--- src/rtl/param_loader.sv ---
// Byte-stream parameter loader: fills conv/dense weight and bias memories in stream order.
// Optional trailing 16-bit checksum phase is enabled by defining PARAM_CHECKSUM_EN.
module param_loader #(
  parameter int N_CONV_W  = 2576,
  parameter int N_CONV_B  = 112,
  parameter int N_DENSE_W = 33792,
  parameter int N_DENSE_B = 192
) (
  input  logic         clk,
  input  logic         rst,
  input  logic         start,
  input  logic         in_valid,
  input  logic [7:0]   in_data,
  output logic         in_ready,
  output logic         cw_we,
  output logic [11:0]  cw_addr,
  output logic [143:0] cw_data,
  output logic         cb_we,
  output logic [6:0]   cb_addr,
  output logic [15:0]  cb_data,
  output logic         dw_we,
  output logic [15:0]  dw_addr,
  output logic [15:0]  dw_data,
  output logic         db_we,
  output logic [7:0]   db_addr,
  output logic [15:0]  db_data,
  output logic         busy,
  output logic         done,
  output logic         chk_err
);

  typedef enum logic [2:0] {
    S_IDLE,
    S_LOAD_CW,
    S_LOAD_CB,
    S_LOAD_DW,
    S_LOAD_DB,
`ifdef PARAM_CHECKSUM_EN
    S_CHECK,
`endif
    S_DONE
  } state_t;

  state_t r_state, w_next_state;

  logic         r_byte_sel;
  logic [7:0]   r_low_byte;
  logic [3:0]   r_param_cnt;
  logic [127:0] r_slots;
  logic [15:0]  r_idx;
  logic         r_cw_we, r_cb_we, r_dw_we, r_db_we;
  logic [11:0]  r_cw_addr;
  logic [143:0] r_cw_data;
  logic [6:0]   r_cb_addr;
  logic [15:0]  r_cb_data;
  logic [15:0]  r_dw_addr, r_dw_data;
  logic [7:0]   r_db_addr;
  logic [15:0]  r_db_data;

  logic         w_in_ready;
  logic         w_accept;
  logic [15:0]  w_param;
  logic         w_param_done;
  logic         w_word_done;
  logic [15:0]  w_last_idx;
  logic         w_idx_last;
  logic         w_phase_end;
  logic         w_start_load;

  assign w_accept     = in_valid && w_in_ready;
  assign w_param      = {in_data, r_low_byte};
  assign w_param_done = w_accept && r_byte_sel;
  assign w_word_done  = w_param_done && ((r_state != S_LOAD_CW) || (r_param_cnt == 4'd8));
  assign w_idx_last   = (r_idx == w_last_idx);
  assign w_phase_end  = w_word_done && w_idx_last;
  assign w_start_load = start && ((r_state == S_IDLE) || (r_state == S_DONE));

  always_comb begin
    w_in_ready = 1'b0;
    w_last_idx = 16'd0;
    case (r_state)
      S_LOAD_CW: begin w_in_ready = 1'b1; w_last_idx = 16'(N_CONV_W - 1);  end
      S_LOAD_CB: begin w_in_ready = 1'b1; w_last_idx = 16'(N_CONV_B - 1);  end
      S_LOAD_DW: begin w_in_ready = 1'b1; w_last_idx = 16'(N_DENSE_W - 1); end
      S_LOAD_DB: begin w_in_ready = 1'b1; w_last_idx = 16'(N_DENSE_B - 1); end
`ifdef PARAM_CHECKSUM_EN
      S_CHECK:   w_in_ready = 1'b1;
`endif
      default:   w_in_ready = 1'b0;
    endcase
  end

  always_ff @(posedge clk) begin
    if (rst) r_state <= S_IDLE;
    else     r_state <= w_next_state;
  end

  // Phase changes on the edge that accepts the final byte, so the stream never bubbles.
  always_comb begin
    w_next_state = r_state;
    case (r_state)
      S_IDLE:    if (start) w_next_state = S_LOAD_CW;
      S_LOAD_CW: if (w_phase_end) w_next_state = S_LOAD_CB;
      S_LOAD_CB: if (w_phase_end) w_next_state = S_LOAD_DW;
      S_LOAD_DW: if (w_phase_end) w_next_state = S_LOAD_DB;
`ifdef PARAM_CHECKSUM_EN
      S_LOAD_DB: if (w_phase_end) w_next_state = S_CHECK;
      S_CHECK:   if (w_param_done) w_next_state = S_DONE;
`else
      S_LOAD_DB: if (w_phase_end) w_next_state = S_DONE;
`endif
      S_DONE:    if (start) w_next_state = S_LOAD_CW;
      default:   w_next_state = S_IDLE;
    endcase
  end

`ifdef PARAM_CHECKSUM_EN
  logic [15:0] r_sum;
  logic        r_chk_err;

  always_ff @(posedge clk) begin
    if (rst || w_start_load) begin
      r_sum     <= 16'd0;
      r_chk_err <= 1'b0;
    end else if (w_param_done) begin
      if (r_state == S_CHECK) r_chk_err <= (r_sum != w_param);
      else                    r_sum     <= r_sum + w_param;
    end
  end

  assign chk_err = r_chk_err;
`else
  assign chk_err = 1'b0;
`endif

  always_ff @(posedge clk) begin
    if (rst) begin
      r_byte_sel  <= 1'b0;
      r_low_byte  <= 8'd0;
      r_param_cnt <= 4'd0;
      r_slots     <= 128'd0;
      r_idx       <= 16'd0;
      r_cw_we     <= 1'b0;
      r_cb_we     <= 1'b0;
      r_dw_we     <= 1'b0;
      r_db_we     <= 1'b0;
      r_cw_addr   <= 12'd0;
      r_cw_data   <= 144'd0;
      r_cb_addr   <= 7'd0;
      r_cb_data   <= 16'd0;
      r_dw_addr   <= 16'd0;
      r_dw_data   <= 16'd0;
      r_db_addr   <= 8'd0;
      r_db_data   <= 16'd0;
    end else begin
      r_cw_we <= 1'b0;
      r_cb_we <= 1'b0;
      r_dw_we <= 1'b0;
      r_db_we <= 1'b0;
      if (w_start_load) begin
        r_byte_sel  <= 1'b0;
        r_param_cnt <= 4'd0;
        r_idx       <= 16'd0;
      end else if (w_accept) begin
        r_byte_sel <= ~r_byte_sel;
        if (!r_byte_sel) r_low_byte <= in_data;
        if (w_word_done && (r_state != S_IDLE) && (r_state != S_DONE)) begin
          r_idx <= w_idx_last ? 16'd0 : r_idx + 16'd1;
        end
        if (w_param_done) begin
          case (r_state)
            S_LOAD_CW: begin
              if (r_param_cnt == 4'd8) begin
                r_cw_we     <= 1'b1;
                r_cw_addr   <= r_idx[11:0];
                r_cw_data   <= {w_param, r_slots};
                r_param_cnt <= 4'd0;
              end else begin
                r_slots[{r_param_cnt[2:0], 4'b0000} +: 16] <= w_param;
                r_param_cnt <= r_param_cnt + 4'd1;
              end
            end
            S_LOAD_CB: begin
              r_cb_we   <= 1'b1;
              r_cb_addr <= r_idx[6:0];
              r_cb_data <= w_param;
            end
            S_LOAD_DW: begin
              r_dw_we   <= 1'b1;
              r_dw_addr <= r_idx;
              r_dw_data <= w_param;
            end
            S_LOAD_DB: begin
              r_db_we   <= 1'b1;
              r_db_addr <= r_idx[7:0];
              r_db_data <= w_param;
            end
            default: ;
          endcase
        end
      end
    end
  end

  assign in_ready = w_in_ready;
  assign busy     = w_in_ready;
  assign done     = (r_state == S_DONE);
  assign cw_we    = r_cw_we;
  assign cw_addr  = r_cw_addr;
  assign cw_data  = r_cw_data;
  assign cb_we    = r_cb_we;
  assign cb_addr  = r_cb_addr;
  assign cb_data  = r_cb_data;
  assign dw_we    = r_dw_we;
  assign dw_addr  = r_dw_addr;
  assign dw_data  = r_dw_data;
  assign db_we    = r_db_we;
  assign db_addr  = r_db_addr;
  assign db_data  = r_db_data;

endmodule

--- config.mk ---
export PLATFORM = sky130hd
export DESIGN_NAME = param_loader
export DESIGN_NICKNAME = d
export VERILOG_FILES = /design/src/rtl/param_loader.sv
export SDC_FILE = /design/constraint.sdc
export NUM_CORES = 1
export LEC_CHECK = 0
export CORE_MARGIN = 10
export CORE_UTILIZATION = 47
export DETAILED_ROUTE_END_ITERATION = 8
export PLACE_DENSITY_LB_ADDON = 0.12
export SLEW_MARGIN = 10
export SYNTH_ARGS = -nofsm -noshare
export SYNTH_HDL_FRONTEND = slang
export SYNTH_SLANG_ARGS = --single-unit
--- constraint.sdc ---
create_clock -name clk -period 2.5 [get_ports clk]
set_input_delay 0.5 -clock clk [delete_from_list [all_inputs] [get_ports clk]]
set_output_delay 0.5 -clock clk [all_outputs]
set_load 0.05 [all_outputs]
==> metrics.yaml <==
p_per_area_nw_per_um2: 664.0
dp_cells: 2306
syn_nets: 1757
total_power_w: 0.01266
antenna_cells: 0
rsz0062_at_grt: "no"
yosys.area.top_type: "dfxtp_1"
post-route-period-util_pct: 94.17
cts_tree: "done"
slew_headroom_pct: 32.33
hold_viol: 0
worstHoldStart: "rst"
setup_viol: 0
drive_gt1_share_pct: 7.479
drcViolationCount: 0
startpoint: "r_state[0]"
wirelength_mm: 43.67
worst-slew-pin-transition_ns: 1.014
viasPerCell: 5.166
cap_violations: 0
fin_crit_ns: 2.354
track_usage_pct: 22.00
floorplan.initialDensity_pct: 47.60
ff2ff_setup_slack_ns: 0.15
num_io_pins: 255
whs_path_depth: 2
synthCells: 1741
drtIter0Drc: 791
gr-total-overflow: 0
synth_area_per_cell_um2: 8.342
cts_sinks: 399
yosysWarnings: 0
max_freq_ghz: 0.4248
nets: 1970
grt_pass1_vias: 12120
postLayoutCellArea_um2: 19060
clkTransAtPathRegs_ns: 0.06
tns_ns: 0
yosysSeqAreaShare_pct: 55.00
antenna_found_initial: 0
area_growth_pct: 31.25
r2r_end: "r_slots[72]"
routed-via-count: 12270
path_cells: "buf_4, clkinvlp_4, nor3b_1, buf_4, buf_12"
die_h_um: 195.8
end_kind: "output pin"
cts-root-buf: "clkbuf_16"
worstHoldEndpoint: "r_low_byte[7]"
fin_worst_skew_ns: 0.01666
path_common_cell: "buf_4"
synth_area_um2: 14520
place_area_um2: 17750
ir_worst_vdd_v: 0.0005818
worstSkewPairLatency_ns: 0.53
worstReg2RegStart: "r_param_cnt[0]"
synthMostInstantiatedCell: "nand2_1"
ys_ff_latch: 399
synth-async-reset-ratio_pct: 0
synth_edf_count: 0
synth_area_leaders: "dfxtp_1, nand2_1, a21oi_1"
cts_max_path_buffers: 3
h-tree-depth: 2
ys_types: 54
dieArea_um2: 38330
critical_path_buf_inv_count: 4
p_leak_nw: 6.606
synth-main-ff-cell: "dfxtp_1"
cts_setup_buffers: 0
outcome: "complete, no violations"
port_buffers: 253
fillCellCount: 2641
start_kind: "flop"
critPathKind: "flop to output pin"
fp.coreArea_um2: 30510
crit_family: "buffers and inverters"
cts_buffers: 42
crit_arrival_ns: 1.85
slowest_delay_ns: 0.44
gp_congestion: 0.8532
ant_nets: 0
grt_pass1_wl_mm: 68.70
holdBufCountCts: 0
report.final.slew_viol_count: 0
rr_worst_depth: 9
hold_path_class: "primary input to flop"
die_w_um: 195.8
cp_max_fo: 10
place_hpwl_mm: 27.73
synth_top_area_share_pct: 55.00
fin_cells: 2375
wl_per_cell_um: 18.39
yosys-top-cells-count: "nand2_1, dfxtp_1, a21oi_1"
slowest_stage: "dfxtp_1"
grt_max_degree: 113
num_rows: 64
drtPass1Iterations: 5
cp.required_ns: 2.00
## metal layers
metal / vias up / part of all wire [%] / GRT usage [%]
met2: 333 / 45 / 34.56
li1: 6079 / - / -
met1: 5795 / 43 / 27.89
met4: 0 / 2.0 / 5.204
met3: 63 / 9.2 / 8.474
met5: - / 0 / 0
## cell type report
cell class	instances	area (um2)	area share, %
Sequential cell	399	7988	41.91
Tap cell	396	495.5	2.599
Timing Repair Buffer	316	3303	17.33
Inverter	8	33.78	0.1772
Multi-Input combinational cell	1187	5941	31.17
Clock inverter	8	76.32	0.4004
Clock buffer	61	1224	6.420
## cells in the final DEF, fill, tap and decap left out, drive strengths merged, types with 5 or more instances in the layout
cell type	synthesis	routed
nand2b	7	7
nor3	11	11
nand3	24	24
buf	23	67
clkbuf	124	61
mux2i	88	88
xor2	12	12
xnor2	5	5
nor2	118	118
dfxtp	399	399
nor4	5	5
and3	6	6
clkdlybuf4s50	0	249
nand4	9	9
or3	6	6
a21oi	287	287
clkinv	1	5
inv	7	9
nand2	565	565
## flip-flops by register name, indices dropped and copies added (netlist names), 3 cells and up
register and count:
r_slots 128, db_addr 8, db_data 16, cb_addr 7
r_param_cnt 4, r_idx 16, dw_addr 16, r_low_byte 8
cw_data 144, dw_data 16, cw_addr 12, cb_data 16
r_state 3
## per-stage QoR
| stage | hold WS (ns) | utilization, % | setup WS, ns |
|---|---|---|---|
| floorplan | 0.4313 | - | 0.01629 |
| global placement | 0.4375 | 58.18 | 0.03032 |
| detailed placement | 0.4432 | 58.18 | -0.02369 |
| CTS | 0.3822 | 62.46 | 0.07106 |
| global route | 0.4067 | 62.48 | 0.01621 |
| finish | 0.3941 | 62.48 | 0.1458 |
## worst max-delay path by stage
stage,endpoint,slack (ns),cells after the start
3_3_place_gp,r_slots[114],0.03,9
5_1_grt,r_state[0],0.02,8
6_report,done,0.15,5
4_1_cts,done,0.07,5
3_5_place_dp,r_state[0],-0.02,6
2_1_floorplan,r_slots[117],0.02,11
## kinds of logic (layout without fill, tap and decap cells)
logic type | after synthesis | count (layout) | share of synthesized area (%)
other | 1 | 1 | 0.02582
multiplexers | 88 | 88 | 6.065
buffers and inverters | 155 | 393 | 4.454
flip-flops | 399 | 399 | 55.00
adder cells (fa/ha/maj) | 4 | 4 | 0.3446
AND/OR/NAND/NOR | 776 | 776 | 22.30
AO/OA/AOI/OAI | 301 | 301 | 10.79
XOR/XNOR | 17 | 17 | 1.025
## power by group
part | leakage (nW) | total, W | internal [W] | switching (W)
logic | 2.75 | 0.000297 | 0.0000798 | 0.000218
registers | 3.21 | 0.00641 | 0.00637 | 0.0000394
clock network | 0.642 | 0.00595 | 0.00348 | 0.00247
## what timing repair did
action,4_1_cts,5_1_grt
endpoints found under the hold margin,0,0
endpoints found under the setup margin,2,2
resized for setup,1,2
Power figures use the tool's default switching activity.
